## src/rtl/id_ex_reg.sv

```systemverilog
// ID/EX pipeline register: captures decoded fields and operands, detects
// load-use hazards against the instruction in EX, and handles flush/hold.
module id_ex_reg #(
  parameter logic [31:0] NOP_INST = 32'h0000_0013,
  parameter logic [31:0] RESET_PC = 32'h0000_0000
) (
  input  logic        clk,
  input  logic        rst,
  input  logic        valid_i,
  input  logic [31:0] inst_i,
  input  logic [31:0] inst_addr_i,
  input  logic [31:0] op1_i,
  input  logic [31:0] op2_i,
  input  logic [31:0] imm_i,
  input  logic [4:0]  rs1_addr_i,
  input  logic [4:0]  rs2_addr_i,
  input  logic        rs1_used_i,
  input  logic        rs2_used_i,
  input  logic [4:0]  rd_addr_i,
  input  logic        reg_wen_i,
  input  logic        mem_ren_i,
  input  logic        mem_wen_i,
  input  logic        flush_i,
  input  logic        hold_i,
  output logic        valid_o,
  output logic [31:0] inst_o,
  output logic [31:0] inst_addr_o,
  output logic [31:0] op1_o,
  output logic [31:0] op2_o,
  output logic [31:0] imm_o,
  output logic [4:0]  rd_addr_o,
  output logic        reg_wen_o,
  output logic        mem_ren_o,
  output logic        mem_wen_o,
  output logic        load_use_stall_o
);

  localparam int unsigned XLEN = 32;
  localparam int unsigned RW   = 5;

  typedef struct packed {
    logic            valid;
    logic [XLEN-1:0] inst;
    logic [XLEN-1:0] inst_addr;
    logic [XLEN-1:0] op1;
    logic [XLEN-1:0] op2;
    logic [XLEN-1:0] imm;
    logic [RW-1:0]   rd_addr;
    logic            reg_wen;
    logic            mem_ren;
    logic            mem_wen;
  } ex_t;

  // Bubble contents double as the reset value; enables are always zero.
  localparam ex_t BUBBLE = '{
    valid:     1'b0,
    inst:      NOP_INST,
    inst_addr: RESET_PC,
    op1:       XLEN'(0),
    op2:       XLEN'(0),
    imm:       XLEN'(0),
    rd_addr:   RW'(0),
    reg_wen:   1'b0,
    mem_ren:   1'b0,
    mem_wen:   1'b0
  };

  ex_t  ex_q;
  ex_t  ex_d;
  ex_t  id_c;
  logic rs1_hit_c;
  logic rs2_hit_c;
  logic lu_c;

  // Incoming ID instruction as it would appear in EX.
  always_comb begin
    id_c           = BUBBLE;
    id_c.valid     = 1'b1;
    id_c.inst      = inst_i;
    id_c.inst_addr = inst_addr_i;
    id_c.op1       = op1_i;
    id_c.op2       = op2_i;
    id_c.imm       = imm_i;
    id_c.rd_addr   = rd_addr_i;
    id_c.reg_wen   = reg_wen_i;
    id_c.mem_ren   = mem_ren_i;
    id_c.mem_wen   = mem_wen_i;
  end

  // Load in EX whose non-x0 destination is read by the ID instruction.
  always_comb begin
    rs1_hit_c = rs1_used_i && (rs1_addr_i == ex_q.rd_addr);
    rs2_hit_c = rs2_used_i && (rs2_addr_i == ex_q.rd_addr);
    lu_c      = valid_i && ex_q.valid && ex_q.mem_ren &&
                (ex_q.rd_addr != RW'(0)) && (rs1_hit_c || rs2_hit_c);
  end

  // Flush overrides hold; hold overrides the hazard bubble.
  always_comb begin
    ex_d = ex_q;
    if (flush_i) begin
      ex_d = BUBBLE;
    end else if (hold_i) begin
      ex_d = ex_q;
    end else if (lu_c) begin
      ex_d = BUBBLE;
    end else if (!valid_i) begin
      ex_d = BUBBLE;
    end else begin
      ex_d = id_c;
    end
  end

  always_ff @(posedge clk or posedge rst) begin
    if (rst) begin
      ex_q <= BUBBLE;
    end else begin
      ex_q <= ex_d;
    end
  end

  assign load_use_stall_o = lu_c && !flush_i && !hold_i;

  assign valid_o     = ex_q.valid;
  assign inst_o      = ex_q.inst;
  assign inst_addr_o = ex_q.inst_addr;
  assign op1_o       = ex_q.op1;
  assign op2_o       = ex_q.op2;
  assign imm_o       = ex_q.imm;
  assign rd_addr_o   = ex_q.rd_addr;
  assign reg_wen_o   = ex_q.reg_wen;
  assign mem_ren_o   = ex_q.mem_ren;
  assign mem_wen_o   = ex_q.mem_wen;

endmodule
```

## config.mk

```make
export PLATFORM = sky130hd
export DESIGN_NAME = id_ex_reg
export DESIGN_NICKNAME = d
export VERILOG_FILES = /design/src/rtl/id_ex_reg.sv
export SDC_FILE = /design/constraint.sdc
export NUM_CORES = 1
export LEC_CHECK = 0
export BUFFER_PORTS_ARGS = -buffer_cell sky130_fd_sc_hd__clkbuf_2
export CORE_AREA = 2 2 136 138
export CTS_BUF_LIST = sky130_fd_sc_hd__clkbuf_8 sky130_fd_sc_hd__clkbuf_16
export CTS_CLUSTER_SIZE = 24
export DETAILED_ROUTE_END_ITERATION = 6
export DIE_AREA = 0 0 138 140
export GPL_TIMING_DRIVEN = 0
export PLACE_DENSITY = 0.71
export SLEW_MARGIN = 15
export SYNTH_ARGS = -nofsm -noshare
export SYNTH_HDL_FRONTEND = slang
export SYNTH_SLANG_ARGS = --single-unit
```

## constraint.sdc

```tcl
create_clock -name clk -period 7.7 [get_ports clk]
set_input_delay 1.155 -clock clk [delete_from_list [all_inputs] [get_ports clk]]
set_output_delay 1.155 -clock clk [all_outputs]
set_load 0.1 [all_outputs]
```

==> results.md, run 1 <==
* Run status: finished clean
* Post-Syn Area per Cell at about 10 sq um
* Max Cap Viol at 0
* Worst Hold Launch: inst_o[22]
* Delay-heaviest family, CP: buffers and inverters
* CP Class: input port to output pin
* PwrDens at 252 nW/um^2
* Slew headroom at about half
* CP bufs+invs at 3
* Routed length per placed instance at approximately 20 microns
* Pwr Total at about 2600 uW
* # rows at between 40 and 50
* I/O pin count at 355
* Number of synthesized flops with an enable pin at 0
* Final Cell Area at 10500 sq um
* Most frequent cell after synthesis: nand2_1
* Largest net degree at the start of global routing at 108
* Ranking of synthesized cells by area: dfrtp_1, a32oi_1, o21ai_1
* Setup violators final at 0
* Cells after synthesis at ~790
* Worst vdd ir at approximately 0.00016 V
* Fmax at approximately 230 MHz
* Critical Path RT at between 6000 and 7000 ps
* CP Capture Type: output pin
* # port buffers at between 300 and 400
* Root buffer cell: clkbuf_16
* Initial antenna violation count at 0
* Cell Area, Synth at 7800 sq um
* Yosys cell types at 26
* Deepest clock path buffer count at 2
* Worst EP arrival at approximately 3200 ps
* Synth top cells by count: nand2_1, dfrtp_1, o21ai_1
* Hold Crit Class: register to register
* GRT Util Overall at approximately 28%
* First-pass GRT wire length at between 40000 and 50000 microns
* Fin crit share at a little under three fifths
* Clock-pin slew on the worst setup and hold paths at around 70 ps
* Die ar. at about 19000 sq um
* Synthesized net count at 978
* Vias/cell at around 5.9
* Clock net sink count at 169
* Placed Cells incl. Taps at between 1000 and 1500
* Number of global-route vias before repair at 7934
* Final Non-Filler Cells at approximately 1400
* CP startpoint kind: input port
* Core Region at 17800 sq um
* P_leak at between 0.004 and 0.005 uW
* Final global-route overflow total at 0
* Worst path max stage delay at 560 ps
* Min Clock Period, post-route at roughly 4400 ps
* CP Max Fanout at 10
* Main synth FF type: dfrtp_1
* Die height at roughly 140 microns
* Routed Antenna Nets at 0
* Critical path origin: rs1_addr_i[3]
* Vias at between 8000 and 9000
* Cts hold-fix bufs at 0
* RSZ-0062 raised after global routing: no
* Worst skew pair latency at 430 ps
* GPL Wtd Cong at about 0.85
* Share of layout cells above drive strength 1 at 35.8%
* FF-to-FF Start: rd_addr_o[3]
* Register area share after synthesis at a little over half
* Setup Buffers After CTS at 0
* # fillers at about 1600
* Resize count post-CTS at 0
* CTS tree: yes
* Slew @ Worst Pin at around 740 ps
* Post-DP HPWL at between 20000 and 25000 microns
* Share of async-settable or async-resettable flops after synthesis at 100%
* Synthesis-to-layout area growth at 34.6%
* Fin. Hold Viols at 0
* Pins Over Slew Limit at 0
* Initial DRC Count at a little under 700
* Pre-Repair DR Iteration Count at 5
* Final wirelength at between 20000 and 30000 microns
* Synth area leader: dfrtp_1
* Slowest CP cell: o22ai_1
* Final nets at ~1400
* Die Wd at roughly 140 microns
* Yosys warnings at 0
* DP Area at roughly 10000 sq um
* Initial core utilization at 43.8%
* CTS H-tree lvls at 4
* Final setup TNS at 0 ps
* Worst hold slack at around 500 ps
* Most frequent CP cell: clkbuf_2
* Num CTS Buffers at 17
* Synthesized flop and latch total at approximately 170
* Worst clock skew at about 12 ps
* Synth top area share at 53.3%
* Inserted Diodes at 0
* DRC violations left at 0
* Critical path, cell by cell: clkbuf_2 > xnor2_1 > nand4_1 > o22ai_1 > buf_2 > and3_1 > clkbuf_2
-- layout by cell type, fill, tap and decap left out, drive strengths merged --
cell type / synthesis / layout
clkinvlp: 0 / 2
nand4: 2 / 2
a32oi: 165 / 165
o22ai: 1 / 1
buf: 34 / 35
inv: 1 / 6
o22a: 1 / 1
clkinv: 0 / 5
dfstp: 3 / 3
bufinv: 0 / 2
or4: 1 / 1
xnor2: 10 / 10
a22oi: 1 / 1
o21ai: 167 / 167
and2: 1 / 1
a21oi: 3 / 3
nor2: 4 / 4
dfrtp: 166 / 166
nand2: 168 / 168
clkbuf: 57 / 429
nand2b: 1 / 1
nor2b: 1 / 1
and3: 2 / 2
o21a: 1 / 1
o32ai: 3 / 3
-- sequential cells by signal, summed over array words and instances, names as in the netlist --
signal / cells
imm_o: 32
mem_wen_o: 1
rd_addr_o: 5
reg_wen_o: 1
mem_ren_o: 1
op2_o: 32
inst_o: 32
op1_o: 32
valid_o: 1
inst_addr_o: 32
-- per-layer routing --
| metal | vias up | track usage (%) | part of all wire (%) | wire [microns] |
|---|---|---|---|---|
| li1 | 3777 | - | - | - |
| met1 | 4043 | 36.3 | 40 | 11300 |
| met2 | 377 | 46.2 | 49 | 13800 |
| met3 | 65 | 5.78 | 6.6 | 1850 |
| met4 | 0 | 11.2 | 3.6 | 1000 |
| met5 | - | 0 | 0 | 0 |
-- area by class of cell --
type,count,area (sq um),area share (%)
multi-input cells,532,3140,29.9
well taps,229,287,2.73
repair buffers,355,1800,17.2
plain buffers,91,419,4.00
clock inverters,14,161,1.54
clock buffers,18,439,4.19
flip-flops and latches,169,4230,40.4
inverters,1,11.3,0.107
-- per-stage QoR --
stage | utilization, % | setup WS [ps]
floorplan | - | 1970
global placement | 55.4 | -168
detailed placement | 55.6 | 3370
CTS | 59.0 | 3370
global route | 59.0 | 3200
finish | 59.0 | 3310
-- logic make-up after synthesis --
family	share of synthesized area [%]
compound gates	30.2
xor+xnor	1.12
buf+inv	5.42
flops	54.3
simple gates	8.94
-- worst register-to-register path: cells and delay by family (launching register included) --
family / cells / cell delay [ps]
buf+inv: 2 / 980
compound gates: 2 / 670
flops: 1 / 490
xor+xnor: 1 / 320
simple gates: 1 / 150
-- where the power goes --
group	internal, uW	switching [uW]	leakage [uW]
logic	130	640	0.00243
clock network	494	385	0.000290
registers	951	42.5	0.00224
-- final timing paths --
kind	cells after the start	slack, ps	to
worst max-delay path	7	3310	load_use_stall_o
worst min-delay path	2	490	inst_o[22]
worst max register to register	6	4970	op2_o[31]
worst min register to register	2	490	inst_o[22]
max in group asynchronous	3	6070	imm_o[17]
min in group asynchronous	2	750	op1_o[3]
Power figures use the tool's default switching activity.
==> run 2, diff against run 1 <==
- CORE_AREA: 2 2 136 138 -> unset
- CORE_MARGIN: unset -> 2
- CORE_UTILIZATION: unset -> 43
- DIE_AREA: 0 0 138 140 -> unset
- PLACE_DENSITY: 0.71 -> 0.73
- clock period: 7.7 -> 3.72 ns (I/O delays scaled with it)
==> run 2 against run 1 <==
Against the previous run: sequential share of layout area fell by 0.23 points; clock skew barely moved; largest power group unchanged; setup slack got worse by 3000 ps; register-to-register slack got worse by 3800 ps; count of clock-buffer cells in the layout fell by 1; hold slack got worse by 350 ps; critical path type is now register to output pin.
==> results.md, run 2 (same netlist as run 1, synthesis figures left out) <==
* Run status: finished clean
* First-pass GRT wire length at 43400 microns (-0.14%)
* CTS tree: yes
* Critical path, cell by cell: xnor2_1 > nand4_1 > o22ai_1 > buf_2 > and3_1 > clkbuf_2
* Fmax at ~300 MHz
* Synthesis-to-layout area growth at 35.3%
* DP Area at 9960 sq um (+0.70%)
* DRC violations left at 0 (unchanged)
* Logic pwr share at 29.3% (+0.2 points)
* Clock net sink count at 169 (unchanged)
* P_leak at 0.00500 uW (+0.60%)
* I/O pin count at 355 (unchanged)
* Final nets at 1356 (+0.30%)
* Worst skew pair latency at 430 ps (about the same)
* Largest net degree at the start of global routing at 36 (-67%)
* Post-DP HPWL at 20000 microns (-0.11%)
* Core Region at 17900 sq um (+0.69%)
* Initial DRC Count at 515 (-24%)
* GR Layer Usage met2 at 45.5% (-0.70 points)
* Worst path max stage delay at 580 ps (+20 ps)
* # fillers at 1600 (+1.1%)
* GPL Wtd Cong at 0.845 (-0.28%)
* Clock-pin slew on the worst setup and hold paths at 70 ps (about the same)
* RSZ-0062 raised after global routing: no
* Most common cell after layout, fill and taps aside: clkbuf_2
* Num CTS Buffers at 17 (unchanged)
* CP Capture Type: output pin
* Setup violators final at 0 (unchanged)
* Worst hold slack at 142 ps (-352 ps)
* Min Clock Period, post-route at 3390 ps
* # rows at 49 (unchanged)
* Initial core utilization at 43.5% (-0.30 points)
* Vias at 8318 (+0.68%)
* Slew @ Worst Pin at 701 ps (-39.8 ps)
* Slew headroom at 53.3% (+2.7 points)
* Setup Buffers After CTS at 0 (unchanged)
* Initial antenna violation count at 0 (unchanged)
* Die ar. at 19200 sq um (-0.50%)
* Vias/cell at 5.89 (+0.39%)
* Routed Antenna Nets at 0 (unchanged)
* Slowest CP cell: dfrtp_1
* Worst clock skew at 12.0 ps (+0.397 ps)
* Die height at 139 microns (-0.96%)
* GRT Util Overall at 27.9% (-0.034 points)
* PwrDens at 517 nW/um^2 (+110%)
* Pre-Repair DR Iteration Count at 5 (unchanged)
* Hold Crit Class: input port to async pin
* Worst EP arrival at 2830 ps (-410 ps)
* CP startpoint kind: register
* P_sw at 2200 uW (+110%)
* Pint at 3250 uW (+110%)
* GR met1 Demand/Resource at 36.2% (-0.061 points)
* Share of layout cells above drive strength 1 at 36.0% (+0.13 points)
* Sequential share of power at 37.7% (about the same)
* CP Class: register to output pin
* Number of global-route vias before repair at 7914 (-0.25%)
* Worst vdd ir at 0.000313 V (+98%)
* Max Cap Viol at 0 (unchanged)
* Critical Path RT at 3160 ps (-3390 ps)
* Cts hold-fix bufs at 0 (unchanged)
* Die Wd at 139 microns (+0.47%)
* Net Sw Frac at 40.4% (about the same)
* CTS H-tree lvls at 4 (unchanged)
* Deepest clock path buffer count at 2 (unchanged)
* Final global-route overflow total at 0 (unchanged)
* Most frequent cells in the layout: clkbuf_2, nand2_1, o21ai_1, dfrtp_1, a32oi_1
* Clk pwr share at 33.0% (-0.3 points)
* Routed length per placed instance at 19.5 microns (-1.6%)
* Met3 Usage GRT at 6.77% (+0.99 points)
* # port buffers at 354 (unchanged)
* Inserted Diodes at 0 (unchanged)
* Fin crit share at 91.1%
* Final wirelength at 27500 microns (-1.3%)
* CP Max Fanout at 10 (unchanged)
* Most Crowded Layer GR: met2
* Final Cell Area at 10600 sq um (+0.57%)
* Pins Over Slew Limit at 0 (unchanged)
* Resize count post-CTS at 0 (unchanged)
* Fin. Hold Viols at 0 (unchanged)
* Root buffer cell: clkbuf_16
-- run 2: cell types whose count changed in the layout (fill, tap and decap cells not counted), sizes merged --
cell | before | now
clkbuf | 429 | 428
inv | 6 | 7
clkinvlp | 2 | 3
buf | 35 | 39
clkinv | 5 | 4
-- run 2: final cells by class --
type / count / area [sq um] / area share [%]
timing repair buffer: 359 / 1870 / 17.7
sequential: 169 / 4230 / 40.1
clock buffer: 17 / 425 / 4.03
inverter: 1 / 7.51 / 0.0712
clock inverter: 15 / 166 / 1.58
multi-input combinational: 532 / 3140 / 29.8
buffer: 91 / 419 / 3.97
tap: 229 / 287 / 2.72
-- run 2: critical path: cells and delay by family (launching register included) --
kind / cells / cell delay, ps
buf+inv: 2 / 780
flops: 1 / 580
compound gates: 1 / 460
simple gates: 2 / 390
xor+xnor: 1 / 170
-- run 2: routing by layer --
layer	up-vias	wire length, microns	part of all wire (%)
li1	3790	-	-
met1	4052	11000	40
met2	418	13300	48
met3	58	2330	8.4
met4	0	881	3.2
met5	-	0	0
-- run 2: path summary, 6_finish.rpt --
| kind | end | cells after the start | startpoint | slack [ps] |
|---|---|---|---|---|
| max in group asynchronous | rd_addr_o[0] | 5 | rst | 2600 |
| hold / removal | op1_o[24] | 2 | rst | 140 |
| hold reg to reg | inst_o[19] | 2 | inst_o[19] | 490 |
| setup reg to reg | inst_o[9] | 6 | rd_addr_o[1] | 1120 |
| setup / recovery | load_use_stall_o | 6 | rd_addr_o[1] | 330 |
| min in group clk | op1_o[19] | 3 | op1_i[19] | 340 |
-- run 2: power groups by stage --
stage,clock [uW],sequential [uW],combinational (uW)
detailed placement,0,2090,1600
finish,1800,2060,1600
global placement,0,2090,1580
global route,1900,2070,1670
floorplan,0,3030,264
CTS,1820,2060,1600
-- run 2: stage by stage --
stage,total power (uW),utilization [%],cells,setup WS (ps),setup TNS (ps)
2_1_floorplan,3290,-,793,535,0
5_1_grt,5630,58.9,1413,149,0
4_1_cts,5480,58.9,1413,271,0
3_5_place_dp,3690,55.6,1381,677,0
3_3_place_gp,3660,55.1,1376,-152,-22880
6_report,5450,58.9,1413,332,0
